[src/rtl/tx_arbiter_pkg.sv]
// Shared definitions for the TX channel arbiter: command codes, owner and
// state encodings, frame sizing and the payload-length helper.
package tx_arbiter_pkg;

  localparam int unsigned TX_CMD_BITS     = 2;
  localparam int unsigned NSHIFT          = TX_CMD_BITS;
  localparam int unsigned PAYLOAD_CYCLES  = 8;
  localparam int unsigned MAX_OUTSTANDING = 2;
  localparam int unsigned CNT_W           = $clog2(PAYLOAD_CYCLES) + 1;

  typedef logic [TX_CMD_BITS-1:0] cmd_t;
  typedef logic [NSHIFT-1:0]      data_t;
  typedef logic [CNT_W-1:0]       cnt_t;

  localparam cmd_t TX_HEADER_READ_16  = cmd_t'(1);
  localparam cmd_t TX_HEADER_WRITE_8  = cmd_t'(2);
  localparam cmd_t TX_HEADER_WRITE_16 = cmd_t'(3);

  typedef enum logic {
    OWNER_PF    = 1'b0,
    OWNER_SCHED = 1'b1
  } owner_e;

  typedef enum logic [1:0] {
    IDLE    = 2'd0,
    HEADER  = 2'd1,
    PAYLOAD = 2'd2
  } state_e;

  // Short writes carry half a 16-bit payload; every other command is full length.
  function automatic cnt_t payload_len(input cmd_t cmd);
    if (cmd == TX_HEADER_WRITE_8) return cnt_t'(PAYLOAD_CYCLES / 2);
    return cnt_t'(PAYLOAD_CYCLES);
  endfunction

endpackage

[src/rtl/tx_arbiter_if.sv]
// Requester, TX pin and RX-owner signals of the arbiter; master is the
// requester/pin side, slave is the arbiter.
interface tx_arbiter_if;
  import tx_arbiter_pkg::*;

  logic  sched_cmd_valid;
  cmd_t  sched_cmd;
  logic  sched_reserve;
  logic  sched_reply_wanted;
  logic  sched_cmd_started;
  data_t sched_data;
  logic  sched_data_next;

  logic  pf_cmd_valid;
  logic  pf_cmd_started;
  data_t pf_data;
  logic  pf_data_next;

  data_t tx_pins;
  logic  tx_active;
  cnt_t  tx_counter;
  logic  tx_done;

  logic  rx_done;
  logic  rx_owner_valid;
  logic  rx_owner_sched;

  modport master (
    output sched_cmd_valid, sched_cmd, sched_reserve, sched_reply_wanted, sched_data,
    output pf_cmd_valid, pf_data, rx_done,
    input  sched_cmd_started, sched_data_next, pf_cmd_started, pf_data_next,
    input  tx_pins, tx_active, tx_counter, tx_done, rx_owner_valid, rx_owner_sched
  );

  modport slave (
    input  sched_cmd_valid, sched_cmd, sched_reserve, sched_reply_wanted, sched_data,
    input  pf_cmd_valid, pf_data, rx_done,
    output sched_cmd_started, sched_data_next, pf_cmd_started, pf_data_next,
    output tx_pins, tx_active, tx_counter, tx_done, rx_owner_valid, rx_owner_sched
  );

endinterface

[src/rtl/tx_owner_fifo.sv]
// Owner FIFO for outstanding reads: one bit per entry (1 = scheduler).
// A pop on an empty FIFO is ignored; push and pop together keep the count.
module tx_owner_fifo
  import tx_arbiter_pkg::*;
#(
  parameter int unsigned DEPTH = MAX_OUTSTANDING
) (
  input  logic clk,
  input  logic reset,
  input  logic push,
  input  logic push_data,
  input  logic pop,
  output logic full,
  output logic empty,
  output logic head_data
);

  localparam int unsigned PTR_W  = (DEPTH > 1) ? $clog2(DEPTH) : 1;
  localparam int unsigned FCNT_W = $clog2(DEPTH + 1);

  typedef logic [PTR_W-1:0]  ptr_t;
  typedef logic [FCNT_W-1:0] fcnt_t;

  logic  mem_q [DEPTH];
  logic  mem_d [DEPTH];
  ptr_t  wr_ptr_q, wr_ptr_d;
  ptr_t  rd_ptr_q, rd_ptr_d;
  fcnt_t count_q, count_d;
  logic  push_ok, pop_ok;

  function automatic ptr_t ptr_inc(input ptr_t p);
    return (p == ptr_t'(DEPTH - 1)) ? '0 : p + ptr_t'(1);
  endfunction

  assign full      = (count_q == fcnt_t'(DEPTH));
  assign empty     = (count_q == '0);
  assign pop_ok    = pop && !empty;
  assign push_ok   = push && (!full || pop_ok);
  assign head_data = mem_q[rd_ptr_q];

  // NOTE: every variable gets its default at the top of the block, so no path leaves it unassigned and no latch is inferred.
  always_comb begin
    mem_d    = mem_q;
    wr_ptr_d = wr_ptr_q;
    rd_ptr_d = rd_ptr_q;
    count_d  = count_q;
    if (push_ok) begin
      mem_d[wr_ptr_q] = push_data;
      wr_ptr_d        = ptr_inc(wr_ptr_q);
    end
    if (pop_ok) rd_ptr_d = ptr_inc(rd_ptr_q);
    case ({push_ok, pop_ok})
      2'b10:   count_d = count_q + fcnt_t'(1);
      2'b01:   count_d = count_q - fcnt_t'(1);
      default: count_d = count_q;
    endcase
  end

  // NOTE: state registers use non-blocking assignment so every flop samples the pre-edge values.
  always_ff @(posedge clk) begin
    if (reset) begin
      wr_ptr_q <= '0;
      rd_ptr_q <= '0;
      count_q  <= '0;
    end else begin
      wr_ptr_q <= wr_ptr_d;
      rd_ptr_q <= rd_ptr_d;
      count_q  <= count_d;
    end
  end

  // NOTE: storage is not reset; an entry is only read after it was written, and the head is qualified by !empty.
  always_ff @(posedge clk) begin
    mem_q <= mem_d;
  end

endmodule

[src/rtl/tx_arbiter.sv]
// Arbitrates scheduler and prefetch commands onto the serial TX channel and
// tracks read-reply owners. Define TX_ARB_ROUND_ROBIN_EN for alternating priority.
module tx_arbiter
  import tx_arbiter_pkg::*;
(
  input logic         clk,
  input logic         reset,
  tx_arbiter_if.slave bus
);

  state_e state_q, state_d;
  cnt_t   cnt_q,   cnt_d;
  cmd_t   cmd_q,   cmd_d;
  owner_e owner_q, owner_d;

  logic tx_done_w, arb_window, fifo_block;
  logic sched_ok, pf_ok, pick_pf;
  logic grant_sched, grant_pf;
  logic fifo_push, fifo_full, fifo_empty, fifo_head;

  assign tx_done_w  = (state_q == PAYLOAD) && (cnt_q == payload_len(cmd_q));
  assign arb_window = (state_q == IDLE) || tx_done_w;

  // A full FIFO only blocks reads when no reply retires in the same cycle.
  assign fifo_block = fifo_full && !bus.rx_done;
  assign sched_ok   = bus.sched_cmd_valid && (bus.sched_cmd != '0) &&
                      !((bus.sched_cmd == TX_HEADER_READ_16) && fifo_block);
  assign pf_ok      = bus.pf_cmd_valid && !bus.sched_reserve && !fifo_block;

`ifdef TX_ARB_ROUND_ROBIN_EN
  logic rr_pf_pri_q, rr_pf_pri_d;

  always_comb begin
    rr_pf_pri_d = rr_pf_pri_q;
    if (grant_sched)   rr_pf_pri_d = 1'b1;
    else if (grant_pf) rr_pf_pri_d = 1'b0;
  end

  always_ff @(posedge clk) begin
    if (reset) rr_pf_pri_q <= 1'b0;
    else       rr_pf_pri_q <= rr_pf_pri_d;
  end

  assign pick_pf = pf_ok && (!sched_ok || rr_pf_pri_q);
`else
  assign pick_pf = pf_ok && !sched_ok;
`endif

  assign grant_sched = arb_window && sched_ok && !pick_pf;
  assign grant_pf    = arb_window && pick_pf;
  assign fifo_push   = grant_pf ||
                       (grant_sched && (bus.sched_cmd == TX_HEADER_READ_16) && bus.sched_reply_wanted);

  always_comb begin
    state_d = state_q;
    cnt_d   = cnt_q;
    cmd_d   = cmd_q;
    owner_d = owner_q;
    if (grant_sched || grant_pf) begin
      state_d = HEADER;
      cnt_d   = '0;
      cmd_d   = grant_sched ? bus.sched_cmd : TX_HEADER_READ_16;
      owner_d = grant_sched ? OWNER_SCHED : OWNER_PF;
    end else begin
      case (state_q)
        HEADER: begin
          state_d = PAYLOAD;
          cnt_d   = cnt_t'(1);
        end
        PAYLOAD: begin
          if (tx_done_w) begin
            state_d = IDLE;
            cnt_d   = '0;
          end else begin
            cnt_d = cnt_q + cnt_t'(1);
          end
        end
        default: ;
      endcase
    end
  end

  always_ff @(posedge clk) begin
    if (reset) begin
      state_q <= IDLE;
      cnt_q   <= '0;
      cmd_q   <= '0;
      owner_q <= OWNER_PF;
    end else begin
      state_q <= state_d;
      cnt_q   <= cnt_d;
      cmd_q   <= cmd_d;
      owner_q <= owner_d;
    end
  end

  // Payload bits come straight from the owner so its data_next handshake sees no extra latency.
  always_comb begin
    bus.tx_pins = '0;
    case (state_q)
      HEADER:  bus.tx_pins = cmd_q;
      PAYLOAD: bus.tx_pins = (owner_q == OWNER_SCHED) ? bus.sched_data : bus.pf_data;
      default: ;
    endcase
  end

  assign bus.tx_active         = (state_q != IDLE);
  assign bus.tx_counter        = cnt_q;
  assign bus.tx_done           = tx_done_w;
  assign bus.sched_cmd_started = grant_sched;
  assign bus.pf_cmd_started    = grant_pf;
  assign bus.sched_data_next   = (state_q == PAYLOAD) && (owner_q == OWNER_SCHED);
  assign bus.pf_data_next      = (state_q == PAYLOAD) && (owner_q == OWNER_PF);

  tx_owner_fifo #(
    .DEPTH (MAX_OUTSTANDING)
  ) u_owner_fifo (
    .clk       (clk),
    .reset     (reset),
    .push      (fifo_push),
    .push_data (grant_sched),
    .pop       (bus.rx_done),
    .full      (fifo_full),
    .empty     (fifo_empty),
    .head_data (fifo_head)
  );

  assign bus.rx_owner_valid = !fifo_empty;
  assign bus.rx_owner_sched = !fifo_empty && fifo_head;

endmodule

[src/flat_wrapper.sv]
// flat-port wrapper written by rule: the top's interface ports become plain ports
module tx_arbiter_flat import tx_arbiter_pkg::*;
  (clk, reset, bus_sched_cmd_valid, bus_sched_cmd, bus_sched_reserve, bus_sched_reply_wanted, bus_sched_data, bus_pf_cmd_valid, bus_pf_data, bus_rx_done, bus_sched_cmd_started, bus_sched_data_next, bus_pf_cmd_started, bus_pf_data_next, bus_tx_pins, bus_tx_active, bus_tx_counter, bus_tx_done, bus_rx_owner_valid, bus_rx_owner_sched);
  tx_arbiter_if bus_i ();
  input logic clk;
  input logic reset;
  input wire logic [$bits(bus_i.sched_cmd_valid)-1:0] bus_sched_cmd_valid;
  input wire logic [$bits(bus_i.sched_cmd)-1:0] bus_sched_cmd;
  input wire logic [$bits(bus_i.sched_reserve)-1:0] bus_sched_reserve;
  input wire logic [$bits(bus_i.sched_reply_wanted)-1:0] bus_sched_reply_wanted;
  input wire logic [$bits(bus_i.sched_data)-1:0] bus_sched_data;
  input wire logic [$bits(bus_i.pf_cmd_valid)-1:0] bus_pf_cmd_valid;
  input wire logic [$bits(bus_i.pf_data)-1:0] bus_pf_data;
  input wire logic [$bits(bus_i.rx_done)-1:0] bus_rx_done;
  output wire logic [$bits(bus_i.sched_cmd_started)-1:0] bus_sched_cmd_started;
  output wire logic [$bits(bus_i.sched_data_next)-1:0] bus_sched_data_next;
  output wire logic [$bits(bus_i.pf_cmd_started)-1:0] bus_pf_cmd_started;
  output wire logic [$bits(bus_i.pf_data_next)-1:0] bus_pf_data_next;
  output wire logic [$bits(bus_i.tx_pins)-1:0] bus_tx_pins;
  output wire logic [$bits(bus_i.tx_active)-1:0] bus_tx_active;
  output wire logic [$bits(bus_i.tx_counter)-1:0] bus_tx_counter;
  output wire logic [$bits(bus_i.tx_done)-1:0] bus_tx_done;
  output wire logic [$bits(bus_i.rx_owner_valid)-1:0] bus_rx_owner_valid;
  output wire logic [$bits(bus_i.rx_owner_sched)-1:0] bus_rx_owner_sched;
  assign bus_i.sched_cmd_valid = bus_sched_cmd_valid;
  assign bus_i.sched_cmd = bus_sched_cmd;
  assign bus_i.sched_reserve = bus_sched_reserve;
  assign bus_i.sched_reply_wanted = bus_sched_reply_wanted;
  assign bus_i.sched_data = bus_sched_data;
  assign bus_i.pf_cmd_valid = bus_pf_cmd_valid;
  assign bus_i.pf_data = bus_pf_data;
  assign bus_i.rx_done = bus_rx_done;
  assign bus_sched_cmd_started = bus_i.sched_cmd_started;
  assign bus_sched_data_next = bus_i.sched_data_next;
  assign bus_pf_cmd_started = bus_i.pf_cmd_started;
  assign bus_pf_data_next = bus_i.pf_data_next;
  assign bus_tx_pins = bus_i.tx_pins;
  assign bus_tx_active = bus_i.tx_active;
  assign bus_tx_counter = bus_i.tx_counter;
  assign bus_tx_done = bus_i.tx_done;
  assign bus_rx_owner_valid = bus_i.rx_owner_valid;
  assign bus_rx_owner_sched = bus_i.rx_owner_sched;
  tx_arbiter u_core (.clk(clk), .reset(reset), .bus(bus_i));
endmodule
[config.mk]
export PLATFORM = sky130hd
export DESIGN_NAME = tx_arbiter_flat
export DESIGN_NICKNAME = d
export VERILOG_FILES = /design/src/rtl/tx_arbiter_pkg.sv /design/src/rtl/tx_arbiter_if.sv /design/src/rtl/tx_owner_fifo.sv /design/src/rtl/tx_arbiter.sv /design/src/flat_wrapper.sv
export SDC_FILE = /design/constraint.sdc
export NUM_CORES = 1
export LEC_CHECK = 0
export BUFFER_PORTS_ARGS = -buffer_cell sky130_fd_sc_hd__buf_2
export CAP_MARGIN = 20
export CORE_MARGIN = 2
export CORE_UTILIZATION = 50
export DETAILED_ROUTE_END_ITERATION = 10
export PLACE_DENSITY_LB_ADDON = 0.08
export REMOVE_ABC_BUFFERS = 1
export SLEW_MARGIN = 30
export SYNTH_ARGS = -nofsm -noshare
export SYNTH_HDL_FRONTEND = slang
export SYNTH_SLANG_ARGS = --single-unit
[constraint.sdc]
create_clock -name clk -period 6.2 [get_ports clk]
set_input_delay 0 -clock clk [delete_from_list [all_inputs] [get_ports clk]]
set_output_delay 0 -clock clk [all_outputs]
set_load 0.05 [all_outputs]
==> Word-level counts from Yosys, hierarchy flattened <==
Cells that the tools add are included.
{ "classes": {"addsub": 5, "order_cmp": 3, "bitwise": 3, "eq_ne": 10, "reduce_logical": 41, "mux": 21, "shift": 0, "div": 0, "multipliers": 0} }
{ "op_table": {"columns": ["cell", "n"], "rows": [
  ["logical AND 1 bit", 19],
  ["2-to-1 mux 4 bit", 3],
  ["case mux 2 bit (2 select lines)", 3],
  ["2-to-1 mux 1 bit", 9],
  ["== test 2 bit, second input constant", 4],
  ["zero test 1 bit", 8],
  ["case mux 4 bit (2 select lines)", 1],
  ["nonzero test 2 bit", 4],
  ["== test 2 x 1 -> 1 bit, second input constant", 3],
  ["2-to-1 mux 2 bit", 3],
  ["adder 4 x 1 -> 4 bit, second input constant", 1],
  ["== test 4 bit", 1],
  ["greater-or-equal comparator 2 bit, second input constant", 2],
  ["zero test 2 bit", 2],
  ["logical OR 1 bit", 4],
  ["NOT 1 -> 2 bit", 2],
  ["AND reduction 2 bit", 2],
  ["!= test 3 x 2 -> 1 bit, second input constant", 1],
  ["nonzero test 3 bit", 1],
  ["adder 1 bit, second input constant", 2],
  ["adder 2 x 1 -> 2 bit, second input constant", 1],
  ["bitwise mux 2 bit", 1],
  ["less-than comparator 2 x 1 -> 1 bit, second input constant", 1],
  ["!= test 2 x 1 -> 1 bit, second input constant", 1],
  ["other kinds (4)", 4]
]} }
{ "word_totals": {"latch_bits": 0, "mem_count": 0, "regBits": 15, "mem_bits_ro": 0, "mem_bits_rw": 0, "wordCells": 93, "output_inout_bits": 14} }

==> Longest topological paths before layout <==
{ "logic_depth": {"depth_word": 15, "mapped_depth": 9, "ltp_nobuf": 8} }

==> Cells and area by module <==
A second synthesis with hierarchy kept.
{ "unflattened": {"cells_unflattened": 112, "area_unflattened_um2": 972.2} }
{ "modules_own_cells": {"columns": ["mod", "cells_each", "seq_area_each_um2", "area_per_inst_um2", "n_inst"], "rows": [
  ["tx_arbiter", 81, 180.2, 678.2, 1],
  ["tx_owner_fifo", 31, 140.1, 294.0, 1]
]} }

==> Worst setup path after synthesis <==
OpenSTA, ideal clock, no wires.
{ "synth_timing": {"kind": "reg-to-output", "from": "register u_core.cnt_q[2] (netlist: u_core.bus.tx_counter[2])", "to": "output bus_pf_cmd_started", "path_buffers": 0, "arrival_time_ps": 2722, "path_slack_ps": 3478, "stages_incl_launch_ff": 5, "cell_sequence": "dfxtp_1 -> nand3b_1 -> o22ai_2 -> a31oi_4 -> nor4_1"} }
{ "synth_between": {"elab_chain_len": 4} }
{ "synth_rtl": {"columns": ["element", "line", "text"], "rows": [
  ["start, declared", "tx_arbiter.sv:12", "cnt_t cnt_q, cnt_d;"],
  ["start signal, assigned", "tx_arbiter.sv:91", "cnt_q <= cnt_d;"],
  ["== test 4 bit", "tx_arbiter.sv:21", "assign tx_done_w = (state_q == PAYLOAD) && (cnt_q == payload_len(cmd_q));"],
  ["logical AND 1 bit", "tx_arbiter.sv:21", null],
  ["logical OR 1 bit", "tx_arbiter.sv:22", "assign arb_window = (state_q == IDLE) || tx_done_w;"],
  ["logical AND 1 bit", "tx_arbiter.sv:50", "assign grant_pf = arb_window && pick_pf;"],
  ["end, declared", "flat_wrapper.sv:17", "output wire logic [$bits(bus_i.pf_cmd_started)-1:0] bus_pf_cmd_started;"]
]} }
No other way between the ends.

==> Worst setup path in the final report <==
{ "layout_timing": {"from": "register u_core.cnt_q[2] (netlist: u_core.bus.tx_counter[2])", "to": "register u_core.u_owner_fifo.count_q[1]"} }
{ "layout_between": {"elab_chain_len": 11} }
{ "layout_rtl": {"columns": ["element", "line", "text"], "rows": [
  ["== test 4 bit (*)", "tx_arbiter.sv:21", null],
  ["logical AND 1 bit (*)", "tx_arbiter.sv:21", null],
  ["logical OR 1 bit (*)", "tx_arbiter.sv:22", null],
  ["logical AND 1 bit (2 in series)", "tx_arbiter.sv:49", "assign grant_sched = arb_window && sched_ok && !pick_pf;"],
  ["logical AND 1 bit (2 in series)", "tx_arbiter.sv:52", "(grant_sched && (bus.sched_cmd == TX_HEADER_READ_16) && bus.sched_reply_wanted);"],
  ["logical OR 1 bit (*)", "tx_arbiter.sv:51", "assign fifo_push = grant_pf ||"],
  ["logical AND 1 bit (*)", "tx_owner_fifo.sv:38", "assign push_ok = push && (!full || pop_ok);"],
  ["== test 2 x 1 -> 1 bit / == test 2 bit (equally long branches)", "tx_owner_fifo.sv:52", "case ({push_ok, pop_ok})"],
  ["case mux 2 bit (2 select lines) / nonzero test 2 bit (equally long branches)", null, null],
  ["end signal, assigned", "tx_owner_fifo.sv:68", "count_q <= count_d;"],
  ["end, declared", "tx_owner_fifo.sv:28", "fcnt_t count_q, count_d;"]
]} }
Every way passes the cells marked *; elsewhere a longest branch is shown, timed or not.
A chain may end at the register's enable or synchronous reset.

==> parameters.txt <==
Parameter                              Value

Status
  Run status    finished clean

Detailed routing
  Violation count after the first detailed-route iteration    19
  Number of iterations in the first detailed-routing pass    4
  DR WL/cell    12.98 µm
  Vias per inst    about 5.4
  Final Routed Wirelength    2155 µm
  DRC violations left    0
  Via count    900
  Detail Route Antenna Nets    0

Die
  Die boundary width    47.58 µm
  Die Height    47.58 µm
  Boundary pin count    27
  Initial cell density of the core    0.5383
  Die area    2264 µm²
  Core area    1764 µm²
  Row Count    15

Placed design
  Final RePlAce weighted congestion    0.8159
  Post-DP HPWL    1658 µm
  Port Buf Inserts    26
  Post-Place Cell Area    between 1000 and 1500 µm²

Worst setup path
  Largest fanout on the critical path    9
  Worst setup SP type    flop
  Worst reg2reg path endpoint    u_core.u_owner_fifo.count_q[1]
  Cell depth of the worst flop-to-flop path    7
  Crit path capture type    flop
  Required time at the endpoint of the critical path    6430 ps
  Critical path arrival    2570 ps
  R2R Setup Slk    between 3000 and 4000 ps
  Critical Setup Path Class    reg2reg
  Reg2Reg Launch Point    u_core.bus.tx_counter[2]

STA
  RSZ-0062 raised after global routing    false
  Final Cycle Share    0.3771
  Setup TNS    0 ps
  Slew Limit Headroom    0.6188
  Final critical path time including I/O delays and setup    2338 ps
  Hold Fails Final Rpt    0
  FMAX    427.7 MHz
  Measured slew at the worst slew-check pin    570.5 ps
  Final setup vio count    0
  Final clock skew    7.179 ps
  Worst hold margin    16.91 ps
  Total count of max-transition violations in the final report    0

Finish
  Antenna diode count    0
  Final instance area    1140 µm²
  Fill cell instance count of the final layout    179
  End-of-flow core utilization    0.6461
  Area occupied by multi-input gates    579.3 µm²
  Register area    320.3 µm²
  Layout overhead on the synthesized area    20.03%
  Ratio of cells with drive above 1 in the final layout    0.2553
  # nets final    161

GRT
  Met2 Use GR    0.3595
  Number of antenna violations at the first check in global routing    0
  GR peak layer    met2
  Overflow left after global routing    0
  Met1 usage in global routing    0.2874
  First-pass GRT wire length    about 3500 µm
  Number of global-route vias before repair    857
  GRT Overall Usage    0.2170
  Pin count of the biggest net entering global routing    12
  Grt met3 use    0.03396

Power
  Pwr dens    305.0 nW/µm²
  LEAKAGE    ~0.00054 µW
  Maximum vdd drop    ~190 µV

Worst hold path
  Hold crit path type    in2reg
  Worst hold path stage count    3
  Hold endpoint    u_core.cmd_q[1]
  Min-delay src    bus_sched_cmd_valid

Clocking
  Number of buffers added by the clock tree synthesis step    3
  Root buffer cell    clkbuf_4
  Post-CTS setup-driven buffer insertion count    0
  CTS tree    built
  Clock-pin transition on the worst setup and hold timing paths    100 ps
  Clk sink count    15
  Count of H-tree levels built during CTS    1
  Worst skew pair latency    280 ps
  Buffers from clock root to sink, at most    2

Job
  Max Cap Viol    0

Yosys
  Fraction of synthesized cell area taken by the top area cell type    0.2740
  Biggest area consumer among synthesized cells    dfxtp_1
  Most used flip-flop cell after synthesis    dfxtp_1
  Fraction of registers with async set/reset    0
  Dominant cell by count in the synthesized netlist    nor2_1
  Synth top cells by count    nor2_1 (17), dfxtp_1 (13), inv_1 (11)
  Cell area after synthesis    949.7 µm²
  Synthesized area divided by synthesized cell count    ~8.5 µm²
  Number of enable flip-flop cells after synthesis    2
  Synth top area cells    dfxtp_1 (27%), ha_1 (7.9%), nor2_1 (6.7%), edfxtp_1 (6.3%), inv_1 (4.3%)
  Flops & latches, synth    15
  Sequential fraction of the synthesis area    0.3373
  Yosys warns    0
  Post-Syn Instances    112
  Count of cell types in the netlist    39
[through the flow]
stage	setup WS [ps]	std cells	power, µW
5_1_grt	3703	166	372.5
3_3_place_gp	3978	161	288.0
3_5_place_dp	3895	161	292.1
2_1_floorplan	3478	110	254.6
4_1_cts	3868	166	350.5
6_report	3862	166	347.6
[kinds of logic (layout without fill, tap and decap cells)]
family,count (synthesis),count (layout),share of synthesized area
fa+ha+maj,6,6,0.07905
simple gates,47,47,0.2595
mux,4,4,0.04743
flops,15,15,0.3373
xor+xnor,3,3,0.02767
compound gates,24,24,0.1963
buf+inv,13,42,0.05269
[worst max-delay path, cell delays in order (launching register included)]
cell      delay [ps]
dfxtp_1          380
nand2b_1         180
o22ai_2          240
a31oi_4          170
or3_1            460
ha_1             360
or3_1            350
a21oi_1          130
[layout by cell type, fill, tap and decap left out, types with 2 or more instances in the layout]
cell / count
buf_2: 26
nor2_1: 17
dfxtp_1: 13
inv_1: 11
a21oi_1: 6
ha_1: 6
nand3_1: 5
and3_1: 4
nand2_1: 4
o21ai_0: 3
and2_1: 3
mux2i_1: 3
clkbuf_4: 3
nor2b_1: 2
nand2b_1: 2
nand3b_1: 2
o21ai_1: 2
o21a_1: 2
or3_1: 2
xnor2_1: 2
nor3_1: 2
edfxtp_1: 2
[layer usage]
metal  vias up  part of all wire
li1        450                 -
met1       415              0.47
met2        33              0.47
met3         2             0.058
met4         0            0.0046
met5         -                 0
[flip-flops by register name, summed over array words and instances, names as in the netlist]
| register | flops |
|---|---|
| u_core.bus.tx_counter | 4 |
| u_core.cmd_q | 2 |
| u_core.owner_q | 1 |
| u_core.state_q | 2 |
| u_core.u_owner_fifo.count_q | 2 |
| u_core.u_owner_fifo.mem_q | 2 |
| u_core.u_owner_fifo.rd_ptr_q | 1 |
| u_core.u_owner_fifo.wr_ptr_q | 1 |
[where the power goes]
| group | internal [µW] | switching (µW) |
|---|---|---|
| sequential | 114 | 15.2 |
| combinational | 53.9 | 107 |
| clock | 23.9 | 33.5 |
| total | 192 | 156 |
[cell type report]
| type | count | share of cell area |
|---|---|---|
| well taps | 25 | 0.02744 |
| clock inverters | 1 | 0.004391 |
| flip-flops and latches | 15 | 0.2810 |
| clock buffers | 3 | 0.01976 |
| repair buffers | 27 | 0.1229 |
| multi-input cells | 84 | 0.5082 |
| inverters | 11 | 0.03622 |
[repair_timing]
item | CTS | global route
endpoints found under the hold margin | 1 | 0
hold buffers | 1 | 0
gates resized for setup | 0 | 0
[worst max-delay path by stage]
stage | depth (start not counted) | from | to | slack, ps
after floorplan | 4 | u_core.bus.tx_counter[2] | bus_pf_cmd_started | 3480
after global placement | 7 | u_core.bus.tx_counter[2] | u_core.u_owner_fifo.count_q[1] | 3980
after detailed placement | 7 | u_core.bus.tx_counter[3] | u_core.u_owner_fifo.count_q[1] | 3890
after CTS | 7 | u_core.bus.tx_counter[3] | u_core.u_owner_fifo.count_q[1] | 3870
after global routing | 7 | u_core.bus.tx_counter[3] | u_core.u_owner_fifo.count_q[1] | 3700
final | 7 | u_core.bus.tx_counter[2] | u_core.u_owner_fifo.count_q[1] | 3860
No activity file was read; power rests on OpenSTA's default activity.
